$ cat src/rtl/car_sensor_counter_pkg.sv
// Shared traffic package.
// Holds the debounce FSM state encodings, the vehicle-count width and
// limit, the default car_wait threshold used by the traffic controller,
// and a saturating increment helper for the count.
package car_sensor_counter_pkg;

  localparam int CNT_W = 3;
  localparam logic [CNT_W-1:0] CNT_MAX = 3'd7;
  localparam int THRESHOLD_DEFAULT = 5;

  // Debounce FSM encodings, kept as plain vectors so that legacy
  // consumers of this package can compare against them directly.
  typedef logic [1:0] deb_state_t;
  localparam deb_state_t ST_IDLE     = 2'd0;
  localparam deb_state_t ST_RISE_CHK = 2'd1;
  localparam deb_state_t ST_PRESENT  = 2'd2;
  localparam deb_state_t ST_FALL_CHK = 2'd3;

  // Increment that holds at CNT_MAX instead of wrapping.
  function automatic logic [CNT_W-1:0] sat_inc(input logic [CNT_W-1:0] v);
    return (v == CNT_MAX) ? v : v + 3'd1;
  endfunction

endpackage

$ cat src/rtl/car_sensor_counter_sensor_debounce.sv
// sensor_debounce: 2-flop synchronizer plus debounce FSM for the raw
// city-road loop detector.
// Ports:
//   clock   - rising-edge clock
//   reset   - asynchronous active-low reset
//   sensor  - raw, asynchronous, bouncy detector input (1 = vehicle)
//   arrival - one-cycle pulse, high in the cycle the FSM accepts a new
//             vehicle (decoded from registered state only)
module sensor_debounce
  import car_sensor_counter_pkg::*;
#(
  parameter int DEBOUNCE_CYCLES = 4
) (
  input  logic clock,
  input  logic reset,
  input  logic sensor,
  output logic arrival
);

  localparam logic [3:0] DEB_TGT = 4'(DEBOUNCE_CYCLES);

  logic       sync1_q;
  logic       s_sync_q;
  deb_state_t state_q, state_d;
  logic [3:0] cnt_q, cnt_d;

  always_ff @(posedge clock or negedge reset) begin
    if (!reset) begin
      sync1_q  <= 1'b0;
      s_sync_q <= 1'b0;
      state_q  <= ST_IDLE;
      cnt_q    <= 4'd0;
    end else begin
      sync1_q  <= sensor;
      s_sync_q <= sync1_q;
      state_q  <= state_d;
      cnt_q    <= cnt_d;
    end
  end

  // The counter holds how many consecutive equal samples have been seen
  // in the current check state; entering a check state already counts
  // the sample that caused the entry.
  always_comb begin
    state_d = state_q;
    cnt_d   = cnt_q;
    arrival = 1'b0;
    case (state_q)
      ST_IDLE: begin
        if (s_sync_q) begin
          state_d = ST_RISE_CHK;
          cnt_d   = 4'd1;
        end
      end
      ST_RISE_CHK: begin
        if (!s_sync_q) begin
          state_d = ST_IDLE;
          cnt_d   = 4'd0;
        end else if (cnt_q + 4'd1 == DEB_TGT) begin
          // Qualified: the count is updated on this same edge.
          state_d = ST_PRESENT;
          cnt_d   = 4'd0;
          arrival = 1'b1;
        end else begin
          cnt_d = cnt_q + 4'd1;
        end
      end
      ST_PRESENT: begin
        if (!s_sync_q) begin
          state_d = ST_FALL_CHK;
          cnt_d   = 4'd1;
        end
      end
      ST_FALL_CHK: begin
        if (s_sync_q) begin
          state_d = ST_PRESENT;
          cnt_d   = 4'd0;
        end else if (cnt_q + 4'd1 == DEB_TGT) begin
          state_d = ST_IDLE;
          cnt_d   = 4'd0;
        end else begin
          cnt_d = cnt_q + 4'd1;
        end
      end
      default: begin
        state_d = ST_IDLE;
        cnt_d   = 4'd0;
      end
    endcase
  end

endmodule

$ cat src/rtl/car_sensor_counter.sv
// car_sensor_counter: counts vehicles queued on the city road for the
// traffic controller.
// Ports:
//   clock    - rising-edge clock
//   reset    - asynchronous active-low reset
//   sensor   - raw loop detector (1 = vehicle present)
//   clear    - synchronous request to empty the queue count
//   carCount - registered waiting-vehicle count, saturating at 7
//   car_wait - registered flag, 1 when carCount >= THRESHOLD
//   overflow - sticky flag, set when an arrival is dropped at saturation;
//              only reset clears it
module car_sensor_counter
  import car_sensor_counter_pkg::*;
#(
  parameter int DEBOUNCE_CYCLES = 4,
  parameter int THRESHOLD       = THRESHOLD_DEFAULT
) (
  input  logic             clock,
  input  logic             reset,
  input  logic             sensor,
  input  logic             clear,
  output logic [CNT_W-1:0] carCount,
  output logic             car_wait,
  output logic             overflow
);

  localparam logic [CNT_W-1:0] THR = CNT_W'(THRESHOLD);

  logic             arrival;
  logic [CNT_W-1:0] count_q, count_d, count_base;
  logic             wait_q, wait_d;
  logic             ovf_q, ovf_d;

  sensor_debounce #(
    .DEBOUNCE_CYCLES(DEBOUNCE_CYCLES)
  ) u_deb (
    .clock  (clock),
    .reset  (reset),
    .sensor (sensor),
    .arrival(arrival)
  );

  // Clear is applied before the arrival, so a vehicle qualifying in the
  // same cycle as a clear is still counted.
  always_comb begin
    count_base = clear ? '0 : count_q;
    count_d    = count_base;
    ovf_d      = ovf_q;
    if (arrival) begin
      if (count_base == CNT_MAX) ovf_d = 1'b1;
      count_d = sat_inc(count_base);
    end
    wait_d = (count_d >= THR);
  end

  always_ff @(posedge clock or negedge reset) begin
    if (!reset) begin
      count_q <= '0;
      wait_q  <= 1'b0;
      ovf_q   <= 1'b0;
    end else begin
      count_q <= count_d;
      wait_q  <= wait_d;
      ovf_q   <= ovf_d;
    end
  end

  assign carCount = count_q;
  assign car_wait = wait_q;
  assign overflow = ovf_q;

endmodule

$ cat config.mk
export PLATFORM = sky130hd
export DESIGN_NAME = car_sensor_counter
export DESIGN_NICKNAME = d
export VERILOG_FILES = /design/src/rtl/car_sensor_counter_pkg.sv /design/src/rtl/car_sensor_counter_sensor_debounce.sv /design/src/rtl/car_sensor_counter.sv
export SDC_FILE = /design/constraint.sdc
export NUM_CORES = 1
export LEC_CHECK = 0
export ABC_AREA = 1
export CORE_AREA = 2 2 39 41
export CTS_CLUSTER_SIZE = 20
export DETAILED_ROUTE_END_ITERATION = 7
export DIE_AREA = 0 0 41 43
export PLACE_DENSITY_LB_ADDON = 0.25
export SKIP_LAST_GASP = 1
export SYNTH_ARGS = -nofsm -noshare
export SYNTH_HDL_FRONTEND = slang
export SYNTH_HIERARCHICAL = 1
export SYNTH_SLANG_ARGS = --single-unit
$ cat constraint.sdc
create_clock -name clock -period 2.7 [get_ports clock]
set_clock_uncertainty 0.05 [all_clocks]
set_input_delay 0.675 -clock clock [delete_from_list [all_inputs] [get_ports clock]]
set_output_delay 0.675 -clock clock [all_outputs]
set_load 0.01 [all_outputs]
After elaboration in Yosys (flattened, before gate mapping)
Index checks and enable logic that the tools add are counted.
{"block": "word_totals", "latchBits": 0, "romBits": 0, "word_cells": 42, "ramBits": 0, "in_bits": 4, "register_bits": 13, "n_memories": 0}
{"block": "classes", "div_mod_pow": 0, "eq_ne": 9, "shifts": 0, "muxes": 19, "n_lt_le_gt_ge": 1, "reduce_logical": 4, "bitwise": 0, "add_sub_neg": 2, "mul": 0}
{"operator": "two-way mux 4 bit", "n": 5}
{"operator": "case mux 4 bit (4 select lines)", "n": 1}
{"operator": "two-way mux 2 bit", "n": 6}
{"operator": "two-way mux 3 bit", "n": 3}
{"operator": "case mux 2 bit (4 select lines)", "n": 1}
{"operator": "adder 4 x 1 -> 4 bit (second input constant)", "n": 1}
{"operator": "== test 2 bit (second input constant)", "n": 2}
{"operator": "== test 4 x 3 -> 1 bit (second input constant)", "n": 1}
{"operator": "AND reduction 2 bit", "n": 2}
{"operator": "AND reduction 4 bit", "n": 1}
{"operator": "adder 3 x 1 -> 3 bit (second input constant)", "n": 1}
{"operator": "== test 3 bit (second input constant)", "n": 1}
{"operator": ">= comparator 3 bit (second input constant)", "n": 1}
{"operator": "two-way mux 1 bit", "n": 3}
{"operator": "inequality test 3 x 1 -> 1 bit (second input constant)", "n": 1}
{"operator": "inequality test 3 bit (second input constant)", "n": 1}
{"operator": "== test 2 x 1 -> 1 bit (second input constant)", "n": 1}
{"operator": "logical NOT 2 bit", "n": 1}
{"operator": "inequality test 2 x 1 -> 1 bit (second input constant)", "n": 1}
{"operator": "inequality test 2 bit (second input constant)", "n": 1}

Longest topological paths before layout
{"block": "depth", "depth_word": 7, "mapped_depth": 11, "depth_no_buf": 11}

Modules after synthesis
Netlist, hierarchy kept.
{"mod": "sensor_debounce", "cells_per_inst": 49, "n_inst": 1, "seq_area_each_um2": 200.2, "area_each_um2": 406.6}
{"mod": "car_sensor_counter", "cells_per_inst": 29, "n_inst": 1, "seq_area_each_um2": 125.1, "area_each_um2": 225.2}

Least setup slack after synthesis
OpenSTA, ideal clock, no wires.
{"block": "synth_path", "path_kind": "register to register", "from": "register u_deb.cnt_q[0]", "to": "register count_q[1] (netlist: carCount[1])", "stages_incl_launch_ff": 10, "t_arrival_ps": 1377, "required_ps": 2534, "n_path_buf": 0, "slack_ps": 1157, "synth_period_minus_slack_ps": 1543, "cell_sequence": "dfrtp_1 -> ha_1 -> nand2_1 -> nand2_2 -> nor2_4 -> nand3_2 -> nor2_1 -> nand4_1 -> nor2_1 -> nor2_1"}
{"block": "synth_via", "elab_chain_len": 6}
{"item": "from (decl)", "line": "car_sensor_counter_sensor_debounce.sv:25", "text": "logic [3:0] cnt_q, cnt_d;"}
{"item": "from (signal assigned)", "line": "car_sensor_counter_sensor_debounce.sv:37", "text": "cnt_q <= cnt_d;"}
{"item": "adder 4 x 1 -> 4 bit", "line": "car_sensor_counter_sensor_debounce.sv:59", "text": "end else if (cnt_q + 4'd1 == DEB_TGT) begin"}
{"item": "== test 4 x 3 -> 1 bit", "line": "car_sensor_counter_sensor_debounce.sv:59"}
{"item": "two-way mux 1 bit", "line": "car_sensor_counter_sensor_debounce.sv:59"}
{"item": "two-way mux 1 bit", "line": "car_sensor_counter_sensor_debounce.sv:56", "text": "if (!s_sync_q) begin"}
{"item": "two-way mux 1 bit", "line": "car_sensor_counter_sensor_debounce.sv:48", "text": "case (state_q)"}
{"item": "net arrival", "line": "car_sensor_counter.sv:29", "text": "logic arrival;"}
{"item": "two-way mux 3 bit", "line": "car_sensor_counter.sv:49", "text": "if (arrival) begin"}
{"item": "net count_d[1]", "line": "car_sensor_counter.sv:30", "text": "logic [CNT_W-1:0] count_q, count_d, count_base;"}
{"item": "to (signal assigned)", "line": "car_sensor_counter.sv:62", "text": "count_q <= count_d;"}
{"item": "to (decl)", "line": "car_sensor_counter.sv:30"}
The timed path passes the listed nets, and every way through them passes these cells.
A chain may end at the register's enable or synchronous reset.

Worst setup path in the final report
{"block": "layout_path", "from": "register count_q[0] (netlist: carCount[0])", "to": "output port carCount[0]"}
{"item": "to (decl)", "line": "car_sensor_counter.sv:22", "text": "output logic [CNT_W-1:0] carCount,"}
No word-level cell between the ends.

==> impl_table.tex <==
\begin{tabular}{lr}
\hline
Metric & Value \\
\hline
\multicolumn{2}{l}{\textbf{STA}} \\
\quad Post-layout min period & just under 2 ns \\
\quad Fin crit share & 73.01\% \\
\quad Transition at the pin with the smallest max-transition slack & 0.5548 ns \\
\quad Final setup violation count & 0 \\
\quad PnR worst setup slack & 0.7288 ns \\
\quad Relative slew slack & 62.90\% \\
\quad Final Hold Fails & 0 \\
\quad WHS & just over 0.3 ns \\
\quad Total Neg Setup Slack & 0 ns \\
\quad Setup repair after global routing missed its margin & no \\
\quad Achievable frequency & slightly above 0.5 GHz \\
\quad Max-slew violation count & 0 \\
\multicolumn{2}{l}{\textbf{Floorplan}} \\
\quad Initial core utilization & 45.66\% \\
\quad Number of rows created at floorplan & 14 \\
\quad Overall die area & 1763 um2 \\
\quad Die X-Extent & 41 um \\
\quad Placeable core region & approximately 1400 um2 \\
\quad Y dimension of the die & 43 um \\
\quad I/O pin count & 9 \\
\multicolumn{2}{l}{\textbf{Clock network}} \\
\quad CTS hold repair buffers & 0 \\
\quad Setup Buffers After CTS & 0 \\
\quad Num CTS Buffers & 3 \\
\quad Latest clock arrival within the worst-skew pair & 0.26 ns \\
\quad CTS Sinks & 13 \\
\quad Cts repair resizes & 0 \\
\quad CTS tree & built \\
\quad H-tree level count & 1 \\
\quad Root cell of the clock tree & sky130\_fd\_sc\_hd\_\_clkbuf\_4 \\
\quad Max Buffers Root-to-Sink & 2 \\
\quad Clock Pin Slew Worst Setup and Hold Paths & 0.07 ns \\
\multicolumn{2}{l}{\textbf{Power and ir drop}} \\
\quad Power density normalized to cell area & 668.9 nW/um2 \\
\quad Worst IR Drop VDD & 0.2745 mV \\
\quad Leakage power & around 0.40 nW \\
\multicolumn{2}{l}{\textbf{GRT}} \\
\quad GRT Util Overall & roughly 16\% \\
\quad First-pass GRT wire length & between 1.5 and 2 mm \\
\quad Largest net degree at the start of global routing & 14 \\
\quad Via count of the first global-routing pass & 467 \\
\quad Grt ovf & 0 \\
\quad Number of antenna violations at the first check in global routing & 0 \\
\multicolumn{2}{l}{\textbf{Layout}} \\
\quad Number of nets in the layout & 97 \\
\quad Multi-input gate area in the final layout & between 200 and 250 um2 \\
\quad Layout cell share with drive strength beyond 1 & 12.22\% \\
\quad Combined flip-flop and latch cell area & 325.3 um2 \\
\quad Ant diodes & 0 \\
\quad Number of inserted filler cells in the final layout & $\sim$140 \\
\quad Final core utilization & 54.79\% \\
\quad Area added between synthesis and finish & 20.00\% \\
\multicolumn{2}{l}{\textbf{Routing}} \\
\quad DR WL/cell & 9.443 um \\
\quad Vias post-DR & 485 \\
\quad Via density per instance & around 4.6 \\
\quad Number of detailed-routing iterations run before antenna repair & 4 \\
\quad Remaining design rule violation count & 0 \\
\quad Initial DRC Count & 2 \\
\quad Antenna-violating nets left & 0 \\
\quad Final WL & 1.001 mm \\
\multicolumn{2}{l}{\textbf{Place}} \\
\quad Last weighted congestion value of the routability-driven placer & 0.7213 \\
\quad Number of buffers inserted by port buffering & 8 \\
\quad HPWL reported at the end of detailed placement & 814.2 um \\
\quad Placement Setup Slack & 0.9296 ns \\
\multicolumn{2}{l}{\textbf{Worst setup path}} \\
\quad Buf+Inv Stages, Crit Path & 1 \\
\quad Required @ worst endpoint & 1.98 ns \\
\quad Critical path's largest stage delay & approximately 0.56 ns \\
\quad Crit Path Max Fanout & 5 \\
\quad Crit end category & output pin \\
\quad Crit path launch type & flop \\
\quad Type of the setup path with the least slack & reg2out \\
\quad Signal arrival time at the worst endpoint & approximately 1.3 ns \\
\quad Critical path's top delay family & buffers and inverters \\
\quad Standard cell with the maximum stage delay on the critical path & sky130\_fd\_sc\_hd\_\_clkdlybuf4s50\_1 \\
\quad Critical-path cell list & clkdlybuf4s50\_1 \\
\multicolumn{2}{l}{\textbf{Run}} \\
\quad Number of maximum-capacitance violations & 0 \\
\multicolumn{2}{l}{\textbf{Logic synthesis}} \\
\quad Number of nets produced by synthesis & 84 \\
\quad Library cells used by synthesis & 14 \\
\quad Post-Synthesis Cells & 78 \\
\quad Post-synthesis instance area & 631.9 um2 \\
\quad Post-synthesis sequential area ratio & 51.49\% \\
\quad Count of state elements after synthesis & 13 \\
\quad Mean cell area of the mapped netlist & approximately 8.1 um2 \\
\quad Total of warnings raised by yosys & 6 \\
\multicolumn{2}{l}{\textbf{Worst hold path}} \\
\quad Class of the most critical hold timing path & reg2reg \\
\multicolumn{2}{l}{\textbf{Outcome}} \\
\quad Result of the run & completed \\
\hline
\end{tabular}
## per-layer routing
metal | routed length (um) | track usage (%) | part of all wire [%]
met5 | 0 | 0 | 0
met4 | 9 | 10.00 | 0.90
met3 | 35 | 4.712 | 3.5
met2 | 497 | 23.44 | 50
met1 | 459 | 20.69 | 46
## cells by family (layout without fill, tap and decap cells)
logic type	count (synthesis)	after routing	synth area share, %
DFF	13	13	51.48
AOI/OAI and AO/OA	2	2	1.584
adders and majority gates	2	2	3.960
and+or+nand+nor	44	44	32.08
xor gates and xnor gates	1	1	1.386
buffers and inverters	16	28	9.505
## metrics by stage
step | area, um2 | std cells | power, mW
final | 758.2 | 106 | 0.5072
after global placement | 732.0 | 102 | 0.3936
after CTS | 758.2 | 106 | 0.5183
after floorplan | 631.9 | 78 | 0.3638
after global routing | 758.2 | 106 | 0.5585
after detailed placement | 732.0 | 102 | 0.4019
## power by group
group	internal (mW)	leakage [nW]	switching [mW]
Sequential	0.229	0.167	0.0432
Combinational	0.0476	0.221	0.0739
Clock	0.0571	0.0150	0.0568
## path summary, 6_finish.rpt
kind                           startpoint              to  slack, ns  depth (start not counted)
setup reg to reg           u_deb/cnt_q[0]     carCount[1]       0.95                          9
hold reg to reg             u_deb/sync1_q  u_deb/s_sync_q       0.31                          0
hold / removal              u_deb/sync1_q  u_deb/s_sync_q       0.31                          0
max in group asynchronous           reset        car_wait       1.52                          1
setup / recovery              carCount[0]     carCount[0]       0.73                          1
min in group asynchronous           reset   u_deb/sync1_q       0.71                          1
## registers in the layout, indices dropped and copies added (netlist names), named ones only
name / flops
u_deb/sync1_q: 1
u_deb/s_sync_q: 1
car_wait: 1
carCount: 3
u_deb/state_q: 1
overflow: 1
u_deb/cnt_q: 4
## cells in the final DEF (no fill, tap or decap)
cell type                          n
sky130_fd_sc_hd__nand3_2           1
sky130_fd_sc_hd__clkdlybuf4s50_1   8
sky130_fd_sc_hd__nand4_1           3
sky130_fd_sc_hd__nand2_1          24
sky130_fd_sc_hd__inv_1            14
sky130_fd_sc_hd__nand3_1           5
sky130_fd_sc_hd__nor2_1            6
sky130_fd_sc_hd__xnor2_1           1
sky130_fd_sc_hd__clkbuf_4          3
sky130_fd_sc_hd__inv_2             2
sky130_fd_sc_hd__nor2_2            2
sky130_fd_sc_hd__clkbuf_1          1
sky130_fd_sc_hd__nor2_4            1
sky130_fd_sc_hd__o21ai_0           2
sky130_fd_sc_hd__nand2_2           2
sky130_fd_sc_hd__dfrtp_1          13
sky130_fd_sc_hd__ha_1              2
## area by class of cell
| class | instances | area share [%] |
|---|---|---|
| clock buffer | 4 | 3.465 |
| multi-input combinational | 49 | 32.51 |
| sequential | 13 | 42.90 |
| inverter | 16 | 7.921 |
| timing repair buffer | 8 | 10.56 |
| tap | 16 | 2.640 |
## cell usage after synthesis
library cell              count  area, um2
sky130_fd_sc_hd__xnor2_1      1      8.760
sky130_fd_sc_hd__dfrtp_1     13      325.3
sky130_fd_sc_hd__nor2_1       6      22.52
sky130_fd_sc_hd__nand3_1      5      25.02
sky130_fd_sc_hd__ha_1         2      25.02
sky130_fd_sc_hd__o21ai_0      2      10.01
sky130_fd_sc_hd__nand4_1      3      18.77
sky130_fd_sc_hd__nand2_1     24      90.09
sky130_fd_sc_hd__inv_2        2      7.510
sky130_fd_sc_hd__nor2_4       1      11.26
sky130_fd_sc_hd__nor2_2       2      12.51
sky130_fd_sc_hd__nand2_2      2      12.51
sky130_fd_sc_hd__inv_1       14      52.55
sky130_fd_sc_hd__nand3_2      1      10.01
No activity file was read; power rests on OpenSTA's default activity.
==> RTL edit: new RTL, config.mk and constraints unchanged <==
Reset style: synchronous (`reset`), changed in 2 clocked blocks. Comments in the files are not updated.
--- a/src/rtl/car_sensor_counter_sensor_debounce.sv
+++ b/src/rtl/car_sensor_counter_sensor_debounce.sv
@@ -24,7 +24,7 @@
   deb_state_t state_q, state_d;
   logic [3:0] cnt_q, cnt_d;
 
-  always_ff @(posedge clock or negedge reset) begin
+  always_ff @(posedge clock) begin
     if (!reset) begin
       sync1_q  <= 1'b0;
       s_sync_q <= 1'b0;
--- a/src/rtl/car_sensor_counter.sv
+++ b/src/rtl/car_sensor_counter.sv
@@ -53,7 +53,7 @@
     wait_d = (count_d >= THR);
   end
 
-  always_ff @(posedge clock or negedge reset) begin
+  always_ff @(posedge clock) begin
     if (!reset) begin
       count_q <= '0;
       wait_q  <= 1'b0;
Behaviour: differs if reset is asserted again (counterexample within 10 cycles, from zero or initial values and one cycle with reset low); with reset held inactive, the same outputs for 10 cycles.
==> RTL edit against the original RTL <==
  * Final cell count grew 4.7%
  * Area after synthesis shrank 4.6%
  * Critical path depth is the same
  * Hold slack gained 0.059 ns
  * Register-to-register slack lost 0.06 ns
  * Routed wire length grew 1.0%
  * Cell area shrank 3.8%
  * Worst setup slack gained 0.029 ns
  * Sequential cell count is the same
Power is not compared: it rests on default switching activity, and its combinational part moved more than twofold at a synthesized area within 25%.
==> RTL edit: results (changes against the original RTL) <==
stage,metric,value,unit,change
drt,drt initial violations,9,,was 2
placed_design,Placer Congestion,0.8421,,was 0.7213
placed_design,HPWL Detailed,766.9,um,was 814.2 um
final_layout,buffering overhead,10.98,%,was 10.56%
final_layout,fin cells,111,,was 106
drt,Via density,4.568,,was 4.575
placed_design,dpl ws,0.9105,ns,was 0.9296 ns
grt,met2 Use GR,17.81,%,was 23.44%
synthesis,"top cells by count, synth","21 x nand2_1, 15 x inv_1, 13 x dfxtp_1",,"was 24 x nand2_1, 14 x inv_1, 13 x dfrtp_1"
grt,grt met3 use,6.283,%,was 4.712%
final_layout,fin area,729.5,um2,was 758.2 um2
synthesis,syn nets,89,,was 84
grt,vias in the first global route,432,,was 467
synthesis,top_reg_cell synth,dfxtp_1,,was dfrtp_1
status,status,"complete, no violations",,unchanged
placed_design,Post-DP Area,703.2,um2,was 732.0 um2
synthesis,"Avg Cell Area, Syn",7.266,um2,was 8.101 um2
synthesis,Mapped Area,603.1,um2,was 631.9 um2
critical_path,crit-path max FO,4,,was 5
final_layout,multi-input gate share of the layout cell area,37.56,%,was 32.51%
final_layout,Final #Nets,102,,was 97
grt,GR Layer Usage met1,19.00,%,was 20.69%
synthesis,Async SR Flop Fraction,0,%,was 100.0%
synthesis,largest cells by area after synthesis,"dfxtp_1 43%, nand2_1 13%, inv_1 9.3%",,"was dfrtp_1 51%, nand2_1 14%, inv_1 8.3%"
grt,largest net degree at the start of global routing,9,,was 14
-- RTL edit: worst paths after layout --
check / startpoint / to / slack (ns) / depth (start not counted)
max: carCount[2]$_SDFF_PN0_ / carCount[2] / 0.76 / 1
min: u_deb/sync1_q$_SDFF_PN0_ / u_deb/s_sync_q$_SDFF_PN0_ / 0.37 / 2
max reg2reg: u_deb/cnt_q[0]$_SDFFE_PN0P_ / carCount[1]$_SDFF_PN0_ / 0.89 / 14
min reg2reg: u_deb/sync1_q$_SDFF_PN0_ / u_deb/s_sync_q$_SDFF_PN0_ / 0.37 / 2
-- RTL edit: cell families after synthesis --
logic type                 share of synthesized area (%)
AOI/OAI and AO/OA                                  11.00
adders and majority gates                          4.149
DFF                                                43.15
buffers and inverters                              11.41
xor gates and xnor gates                           1.453
and+or+nand+nor                                    28.84
-- RTL edit: report_power, final --
group | switching, mW | internal [mW] | total (mW)
combinational | 0.00861 | 0.00667 | 0.0153
clock | 0.0587 | 0.0572 | 0.116
sequential | 0.00210 | 0.194 | 0.196
